$ cat config.mk
export PLATFORM = sky130hd
export DESIGN_NAME = mcb_line_xfer
export DESIGN_NICKNAME = d
export VERILOG_FILES = /design/src/rtl/mcb_line_xfer.sv
export SDC_FILE = /design/constraint.sdc
export NUM_CORES = 1
export LEC_CHECK = 0
export ABC_AREA = 1
export CELL_PAD_IN_SITES_DETAIL_PLACEMENT = 0
export CELL_PAD_IN_SITES_GLOBAL_PLACEMENT = 2
export CORE_UTILIZATION = 19
export CTS_CLUSTER_DIAMETER = 120
export DETAILED_ROUTE_END_ITERATION = 8
export GPL_ROUTABILITY_DRIVEN = 0
export MAX_ROUTING_LAYER = met4
export PLACE_DENSITY = 0.87
export SYNTH_ARGS = -nofsm -noshare
export SYNTH_HDL_FRONTEND = slang
export SYNTH_SLANG_ARGS = --single-unit
$ cat constraint.sdc
create_clock -name clk -period 6.5 [get_ports clk]
set_clock_uncertainty 0.2 [all_clocks]
set_input_delay 0.975 -clock clk [delete_from_list [all_inputs] [get_ports clk]]
set_output_delay 0.975 -clock clk [all_outputs]
set_load 0.05 [all_outputs]
$ cat src/rtl/mcb_line_xfer.sv
// Cache-line mover between the line buffer and one MCB user port.
// Evicts (buffer -> write FIFO -> write cmd) and fills (read cmd -> read FIFO -> buffer).
module mcb_line_xfer #(
  parameter int DATA_W    = 128,
  parameter int BURST_LEN = 16,
  parameter int LADDR_W   = 15,
  parameter int BADDR_W   = 30,
  parameter int TIMEOUT   = 1023
) (
  input  logic                         clk,
  input  logic                         reset,
  input  logic                         wr_req,
  input  logic                         rd_req,
  input  logic [LADDR_W-1:0]           waddr,
  input  logic [LADDR_W-1:0]           raddr,
  output logic                         wr_busy,
  output logic                         rd_busy,
  output logic                         rd_err,
  output logic [$clog2(BURST_LEN)-1:0] buf_addr,
  output logic                         buf_en,
  output logic                         buf_we,
  output logic [DATA_W-1:0]            buf_wdata,
  input  logic [DATA_W-1:0]            buf_rdata,
  output logic                         cmd_en,
  output logic [2:0]                   cmd_instr,
  output logic [5:0]                   cmd_bl,
  output logic [BADDR_W-1:0]           cmd_byte_addr,
  output logic                         wr_en,
  output logic [DATA_W-1:0]            wr_data,
  input  logic                         wr_full,
  input  logic                         wr_empty,
  output logic                         rd_en,
  input  logic [DATA_W-1:0]            rd_data,
  input  logic                         rd_empty
);

  localparam int AW  = $clog2(BURST_LEN);
  localparam int CW  = AW + 1;
  localparam int OFF = $clog2(BURST_LEN * DATA_W / 8);
  localparam int WDW = (TIMEOUT > 0) ? $clog2(TIMEOUT + 1) : 1;
  localparam logic [WDW-1:0] WD_LAST =
    WDW'((TIMEOUT > 0) ? TIMEOUT - 1 : 0);
  localparam logic [CW-1:0] CNT_LEN  = CW'(BURST_LEN);
  localparam logic [CW-1:0] CNT_LAST = CW'(BURST_LEN - 1);

  typedef enum logic [2:0] {
    IDLE, WFILL, WCMD, WDRAIN, RCMD, RDATA
  } state_t;

  state_t              state_q, state_d;
  logic [1:0]          wr_sync_q, rd_sync_q;
  logic [CW-1:0]       rcnt_q, rcnt_d;
  logic [CW-1:0]       pcnt_q, pcnt_d;
  logic                rvld_q, rvld_d;
  logic                hold_v_q, hold_v_d;
  logic [DATA_W-1:0]   hold_q, hold_d;
  logic [WDW-1:0]      wd_q, wd_d;
  logic                wr_busy_q, wr_busy_d;
  logic                rd_busy_q, rd_busy_d;
  logic                rd_err_q, rd_err_d;
  logic                wr_go, rd_go, push;

  assign wr_go   = wr_sync_q[1];
  assign rd_go   = rd_sync_q[1];
  assign wr_busy = wr_busy_q;
  assign rd_busy = rd_busy_q;
  assign rd_err  = rd_err_q;
  assign cmd_bl  = 6'(BURST_LEN - 1);

  always_ff @(posedge clk or posedge reset) begin
    if (reset) begin
      state_q   <= IDLE;
      wr_sync_q <= '0;
      rd_sync_q <= '0;
      rcnt_q    <= '0;
      pcnt_q    <= '0;
      rvld_q    <= 1'b0;
      hold_v_q  <= 1'b0;
      hold_q    <= '0;
      wd_q      <= '0;
      wr_busy_q <= 1'b0;
      rd_busy_q <= 1'b0;
      rd_err_q  <= 1'b0;
    end else begin
      state_q   <= state_d;
      wr_sync_q <= {wr_sync_q[0], wr_req};
      rd_sync_q <= {rd_sync_q[0], rd_req};
      rcnt_q    <= rcnt_d;
      pcnt_q    <= pcnt_d;
      rvld_q    <= rvld_d;
      hold_v_q  <= hold_v_d;
      hold_q    <= hold_d;
      wd_q      <= wd_d;
      wr_busy_q <= wr_busy_d;
      rd_busy_q <= rd_busy_d;
      rd_err_q  <= rd_err_d;
    end
  end

  always_comb begin
    state_d       = state_q;
    rcnt_d        = rcnt_q;
    pcnt_d        = pcnt_q;
    rvld_d        = 1'b0;
    hold_v_d      = hold_v_q;
    hold_d        = hold_q;
    wd_d          = '0;
    wr_busy_d     = wr_busy_q;
    rd_busy_d     = rd_busy_q;
    rd_err_d      = rd_err_q;
    push          = 1'b0;
    buf_addr      = '0;
    buf_en        = 1'b0;
    buf_we        = 1'b0;
    buf_wdata     = '0;
    cmd_en        = 1'b0;
    cmd_instr     = 3'b000;
    cmd_byte_addr = '0;
    wr_en         = 1'b0;
    wr_data       = '0;
    rd_en         = 1'b0;

    unique case (state_q)
      IDLE: begin
        if (wr_go && wr_empty) begin
          state_d   = WFILL;
          wr_busy_d = 1'b1;
          rcnt_d    = '0;
          pcnt_d    = '0;
          hold_v_d  = 1'b0;
        end else if (rd_go) begin
          state_d   = RCMD;
          rd_busy_d = 1'b1;
          rd_err_d  = 1'b0;
        end
      end

      WFILL: begin
        // A read issued just before the FIFO filled is parked in hold_q.
        push    = (rvld_q | hold_v_q) & ~wr_full;
        wr_en   = push;
        if (push)
          wr_data = hold_v_q ? hold_q : buf_rdata;
        if (rvld_q && wr_full) begin
          hold_v_d = 1'b1;
          hold_d   = buf_rdata;
        end else if (push) begin
          hold_v_d = 1'b0;
        end
        if (push)
          pcnt_d = pcnt_q + 1'b1;
        if (!wr_full && rcnt_q < CNT_LEN) begin
          buf_en   = 1'b1;
          buf_addr = rcnt_q[AW-1:0];
          rcnt_d   = rcnt_q + 1'b1;
          rvld_d   = 1'b1;
        end
        if (push && pcnt_q == CNT_LAST)
          state_d = WCMD;
      end

      WCMD: begin
        cmd_en        = 1'b1;
        cmd_instr     = 3'b000;
        cmd_byte_addr = BADDR_W'(waddr) << OFF;
        state_d       = WDRAIN;
      end

      WDRAIN: begin
        if (wr_empty) begin
          wr_busy_d = 1'b0;
          if (rd_go) begin
            state_d   = RCMD;
            rd_busy_d = 1'b1;
            rd_err_d  = 1'b0;
          end else begin
            state_d = IDLE;
          end
        end
      end

      RCMD: begin
        cmd_en        = 1'b1;
        cmd_instr     = 3'b001;
        cmd_byte_addr = BADDR_W'(raddr) << OFF;
        rcnt_d        = '0;
        state_d       = RDATA;
      end

      RDATA: begin
        if (!rd_empty) begin
          rd_en     = 1'b1;
          buf_en    = 1'b1;
          buf_we    = 1'b1;
          buf_wdata = rd_data;
          buf_addr  = rcnt_q[AW-1:0];
          rcnt_d    = rcnt_q + 1'b1;
          if (rcnt_q == CNT_LAST) begin
            state_d   = IDLE;
            rd_busy_d = 1'b0;
          end
        end else if (TIMEOUT != 0) begin
          if (wd_q == WD_LAST) begin
            state_d   = IDLE;
            rd_busy_d = 1'b0;
            rd_err_d  = 1'b1;
          end else begin
            wd_d = wd_q + 1'b1;
          end
        end
      end

      default: state_d = IDLE;
    endcase
  end

endmodule

==> results of run 1 <==
-- layout by cell type (no fill, tap or decap), drive strengths merged --
cell type        n
buf              9
nor3b            2
nor4             1
inv            118
mux2            58
conb            23
nor2           306
clkdlybuf4s50  576
o21bai           2
o21ai           83
xnor2            1
ha               6
a22o            15
nand3           17
nand4            2
diode            5
clkbuf          18
dfrtp          160
nand3b           1
clkinv           3
bufinv           2
o211ai           1
nor3             5
or2              3
o21a             1
clkinvlp         2
a21oi          136
xor2             3
nand2          371
-- synthesized netlist by cell type, types with 2 or more instances --
master / count / share of area
dfrtp_1: 160 / 0.39
a21oi_1: 135 / 0.067
ha_1: 6 / 0.0074
nor3b_1: 2 / 0.0015
buf_6: 10 / 0.011
inv_2: 4 / 0.0015
nand2_1: 367 / 0.14
a22o_1: 15 / 0.013
clkbuf_1: 34 / 0.013
nor2_1: 302 / 0.11
or2_2: 3 / 0.0018
nor2_4: 2 / 0.0022
buf_2: 34 / 0.017
mux2_4: 58 / 0.086
o21ai_1: 53 / 0.026
inv_1: 107 / 0.040
xor2_1: 3 / 0.0026
buf_4: 34 / 0.025
o21ai_0: 30 / 0.015
nor3_1: 4 / 0.0020
o21bai_1: 2 / 0.0015
conb_1: 2 / 0.00074
buf_1: 7 / 0.0026
nand2_2: 2 / 0.0012
nand4_1: 2 / 0.0012
nand3_1: 16 / 0.0079
-- cell type report --
| cell class | instances | area share |
|---|---|---|
| repair buffers | 585 | 0.347 |
| clock inverters | 14 | 0.0103 |
| multi-input cells | 1037 | 0.303 |
| flip-flops and latches | 160 | 0.237 |
| well taps | 688 | 0.0510 |
| inverters | 111 | 0.0253 |
| clock buffers | 18 | 0.0254 |
| diodes | 5 | 0.000741 |
-- worst max-delay path, delay by kind of cell --
kind            cells  cell delay [ns]
simple gates        1             0.08
compound gates      2             0.30
buf+inv             4             2.40
-- worst max path at each step --
stage                     startpoint  depth (start not counted)  slack (ns)           end
after global placement       wr_full                          7        1.55  wr_data[121]
after global routing         wr_full                          7        1.27  wr_data[119]
after floorplan                reset                          1        1.01     hold_q[0]
after CTS                    wr_full                          7        1.45  wr_data[125]
after detailed placement     wr_full                          7        1.46  wr_data[125]
final                        wr_full                          7        1.44  wr_data[124]
-- flip-flops by register name, summed over array words and instances (netlist names) --
name,flops
hold_q,128
hold_v_q,1
pcnt_q,5
rcnt_q,5
rd_busy,1
rd_err,1
rd_sync_q,2
rvld_q,1
state_q,3
wd_q,10
wr_busy,1
wr_sync_q,2
-- cell families after synthesis --
| kind of cell | Yosys count | share of synthesized area |
|---|---|---|
| AO/OA/AOI/OAI | 238 | 0.124 |
| XOR/XNOR | 4 | 0.00345 |
| adder cells (fa/ha/maj) | 6 | 0.00740 |
| buffers and inverters | 230 | 0.109 |
| flip-flops | 160 | 0.395 |
| multiplexers | 58 | 0.0858 |
| other | 2 | 0.000740 |
| AND/OR/NAND/NOR | 708 | 0.274 |
-- report_power, final --
group	internal, mW	switching [mW]
Sequential	1.39	0.280
Clock	0.581	0.484
Combinational	0.961	1.51
-- layer usage --
| layer | vias up | part of all wire | GRT usage |
|---|---|---|---|
| met5 | - | 0 | - |
| met1 | 5086 | 0.38 | 0.175 |
| met4 | 0 | 0.022 | 0.0519 |
| met2 | 408 | 0.54 | 0.308 |
| li1 | 5375 | - | - |
| met3 | 56 | 0.061 | 0.0380 |
==> qor.yml, run 1 <==
outcome: "finished, final reports clean"
die_w_um: 233
die_h_um: 233
grt_usage: 0.167
multiInputGateArea_um2: 5120
path_class: "in2out"
powerDensity_nw_per_um2: 309
via_per_inst: 4.17
slowest_delay_ns: 0.72
vias: 10925
root_buffer: "clkbuf_16"
ant_nets: 0
fin_tns_setup_ns: 0
yosysSeqAreaShare: 0.395
cp-start-kind: "primary input"
finalHoldViolations: 0
grt_max_degree: 131
placedInstanceArea_um2: 16300
dieArea_um2: 54300
rsz0062_at_grt: "no"
r2r-start: "state_q[1]"
min_from: "rd_sync_q[0]"
worst_path_max_delay_cell: "clkdlybuf4s50_1"
r2r_end: "hold_q[98]"
clock_latency_ns: 0.45
finalSetupViolations: 0
yosys_register_bits: 160
hold_class: "reg2reg"
period_share: 0.778
clk_pin_slew_ns: 0.07
holdPathEnd: "rd_sync_q[1]"
core.rowCount: 84
setup_ws_ns: 1.44
syn-cell-area_um2: 10100
drv_cap: 0
hpwl_um: 36100
routedWlPerCell_um: 17.5
first_iter_violations: 503
slew_headroom: 0.259
worstPathCellList: "clkdlybuf4s50_1, o21bai_1, nor2_4, inv_4, buf_4, a21oi_1, clkdlybuf4s50_1"
holdPathStages: 0
syn_avg_cell_area_um2: 7.22
synth_edf_count: 0
fin_hold_ws_ns: 0.148
rrSetupSlack_ns: 3.72
worstPathArrival_ns: 3.88
cts_resized: 0
peakVddDrop_mv: 0.183
grt_pass1_vias: 10803
power_leakage_nw: 7.51
grt_pass1_wl_um: 66000
async_flop_share: 1.00
core-area_um2: 52700
reg2reg_depth: 6
num-nets-final: 2211
area_delta_synth_final_pct: 66.5
final_layout_size_suffix_gt1_frac: 0.0618
clockBufferDepth: 2
register_area_um2: 4010
dp_cells: 2581
slew_viol_final: 0
cts.sinks: 160
critPathMaxFanout: 86
first_pass_iters: 6
portBuffers: 576
drc: 0
crit_top_cell: "clkdlybuf4s50_1"
holdBufCountCts: 0
synth_cell_types: 38
worstMarginPinSlew_ns: 1.11
synth_flop_cell: "dfrtp_1"
grt_overflow_total: 0
final_cell_area_um2: 16900
endpoint_kind: "output pin"
cts_tree: "yes"
pre_cts_ws_ns: 1.46
worstPathRequired_ns: 5.32
cts_buffers: 17
final_cells: 2618
routed_wl_um: 45800
fmax_mhz: 198
grt_antenna_before_repair: 16
yosys_warnings: 0
boundaryPins: 600
fillCellCount: 5613
htree_levels: 4
power_mw: 5.21
syn_inst: 1406
cts_setup_buffers: 0
final_util: 0.321
period_needed_ns: 5.06
initial_utilization: 0.193
(Power assumes the default switching activity.)
==> run 2, diff against run 1 <==
--- a/config.mk
+++ b/config.mk
@@ -8,12 +8,12 @@
 export ABC_AREA = 1
 export CELL_PAD_IN_SITES_DETAIL_PLACEMENT = 0
 export CELL_PAD_IN_SITES_GLOBAL_PLACEMENT = 2
-export CORE_UTILIZATION = 19
+export CORE_UTILIZATION = 17
 export CTS_CLUSTER_DIAMETER = 120
 export DETAILED_ROUTE_END_ITERATION = 8
 export GPL_ROUTABILITY_DRIVEN = 0
 export MAX_ROUTING_LAYER = met4
-export PLACE_DENSITY = 0.87
+export PLACE_DENSITY = 0.82
 export SYNTH_ARGS = -nofsm -noshare
 export SYNTH_HDL_FRONTEND = slang
 export SYNTH_SLANG_ARGS = --single-unit
==> constraint.sdc (replaced) <==
create_clock -name clk -period 4.6 [get_ports clk]
set_clock_uncertainty 0.2 [all_clocks]
set_input_delay 0.69 -clock clk [delete_from_list [all_inputs] [get_ports clk]]
set_output_delay 0.69 -clock clk [all_outputs]
set_load 0.05 [all_outputs]
==> qor.yml, run 2 (same netlist as run 1, synthesis figures left out) <==
outcome: "finished, final reports clean"
worstMarginPinSlew_ns: 1.22  # +0.107 ns
cts_setup_buffers: 0  # unchanged
first_iter_violations: 346  # -31%
path_buf_inv: 4  # unchanged
worstPathRequired_ns: 3.71  # -1.61 ns
peakVddDrop_mv: 0.264  # +44%
path_class: "reg2out"
clockBufferDepth: 2  # unchanged
die_w_um: 246  # +5.7%
r2r_end: "hold_q[1]"
core-area_um2: 59000  # +12%
reg2reg_depth: 6  # unchanged
cts.sinks: 160  # unchanged
worstPathCellList: "inv_1, nand2_2, nor2_4, inv_4, buf_12, nor2_1, clkdlybuf4s50_1"
grt_pass1_wl_um: 67500  # +2.3%
boundaryPins: 600  # unchanged
hpwl_um: 38800  # +7.4%
top_register: "hold_q"
placedInstanceArea_um2: 16500  # +1.2%
power_leakage_nw: 7.56  # +0.64%
powerDensity_nw_per_um2: 431  # +40%
grt_max_degree: 185  # +41%
htree_levels: 4  # unchanged
critPathMaxFanout: 75  # -13%
fin_hold_ws_ns: 0.152  # +0.00413 ns
final_common_cell: "clkdlybuf4s50_1"
core.rowCount: 89  # +6.0%
grt_usage: 0.157  # -0.00972
first_pass_iters: 4  # -2
root_buffer: "clkbuf_16"
holdPathStages: 0  # unchanged
period_share: 0.865
setup_ws_ns: 0.622  # -0.821 ns
die_h_um: 246  # +5.7%
period_needed_ns: 3.98
cts_buffers: 17  # unchanged
clk_pin_slew_ns: 0.06  # about the same
min_from: "wr_sync_q[0]"
slowest_delay_ns: 0.74  # +0.02 ns
final_util: 0.290  # -0.0312
slew_headroom: 0.188  # -0.0714
dp_cells: 2672  # +3.5%
rsz0062_at_grt: "no"
dieArea_um2: 60700  # +12%
rrSetupSlack_ns: 2.04  # -1.68 ns
worstPathArrival_ns: 3.09  # -0.79 ns
final_cells: 2715  # +3.7%
pre_cts_ws_ns: 0.584  # -0.875 ns
initial_utilization: 0.172  # -0.0208
final_cell_mix: "572 x clkdlybuf4s50_1, 367 x nand2_1, 302 x nor2_1"
cts_tree: "yes"
worst_path_max_delay_cell: "clkdlybuf4s50_1"
holdBufCountCts: 0  # unchanged
grt_pass1_vias: 10892  # +0.82%
fin_tns_setup_ns: 0  # unchanged
r2r-start: "state_q[1]"
drv_cap: 0  # unchanged
ant_nets: 0  # unchanged
via_per_inst: 4.01  # -3.9%
vias: 10891  # -0.31%
endpoint_kind: "output pin"
num-nets-final: 2217  # +0.27%
area_delta_synth_final_pct: 68.4
finalHoldViolations: 0  # unchanged
final_cell_area_um2: 17100  # +1.2%
crit_family: "buffers and inverters"
final_layout_size_suffix_gt1_frac: 0.0673  # +0.00550
fmax_mhz: 251
biggestRegsByFlops: "hold_q: 128 flops, wd_q: 10 flops"
finalSetupViolations: 0  # unchanged
routed_wl_um: 48000  # +4.7%
cp-start-kind: "register"
grt_antenna_before_repair: 24  # +8
power_mw: 7.37  # +41%
grt_overflow_total: 0  # unchanged
slew_viol_final: 0  # unchanged
portBuffers: 576  # unchanged
cts_resized: 0  # unchanged
hold_class: "reg2reg"
holdPathEnd: "wr_sync_q[1]"
largest_register_ffs: 128  # unchanged
drc: 0  # unchanged
routedWlPerCell_um: 17.7  # +0.99%
clock_latency_ns: 0.45  # about the same
[run 2: cell count changes in the layout (fill, tap and decap cells not counted)]
cell,previous run,this run
clkinv_2,1,2
clkinv_4,1,4
inv_8,3,2
clkbuf_8,0,1
clkdlybuf4s50_1,576,572
buf_4,7,13
clkbuf_1,1,0
inv_6,5,1
clkinvlp_4,2,4
buf_12,2,6
diode_2,5,11
clkinv_8,1,0
[run 2: final cells by class]
cell class / count / area (µm²)
diodes: 11 / 27.5
well taps: 773 / 967
flip-flops and latches: 160 / 4010
inverters: 111 / 425
repair buffers: 591 / 5940
clock inverters: 14 / 159
multi-input cells: 1037 / 5120
fillers: 6369 / 41900
clock buffers: 18 / 439
[run 2: layer usage]
layer  part of all wire  GRT usage  vias to the layer above
met5                  0          -                        -
met4              0.031     0.0761                        0
met3              0.056     0.0306                       68
met2               0.57      0.306                      414
met1               0.35      0.145                     5012
li1                   -          -                     5397
[run 2: report_power, final]
part	switching [mW]	internal (mW)	total, mW	leakage, nW
combinational	2.19	1.38	3.56	5.21
clock	0.650	0.822	1.47	0.286
sequential	0.365	1.97	2.33	2.06
[run 2: worst register-to-register path: cells and delay by family, from the launching register on]
| kind | cells | cell delay (ns) |
|---|---|---|
| and+or+nand+nor | 3 | 0.62 |
| buffers and inverters | 2 | 0.75 |
| DFF | 1 | 0.52 |
| muxes | 1 | 0.35 |
[run 2: how the worst max path moves through the flow]
stage               start  slack [ns]  cells past startpoint           to
2_1_floorplan     wr_full        1.13                      5  buf_addr[0]
4_1_cts        state_q[0]        0.51                      8  wr_data[63]
5_1_grt        state_q[2]        0.42                      7  wr_data[63]
3_3_place_gp      wr_full        0.58                      7  wr_data[63]
6_report       state_q[2]        0.62                      7  wr_data[63]
3_5_place_dp      wr_full        0.58                      7  wr_data[63]
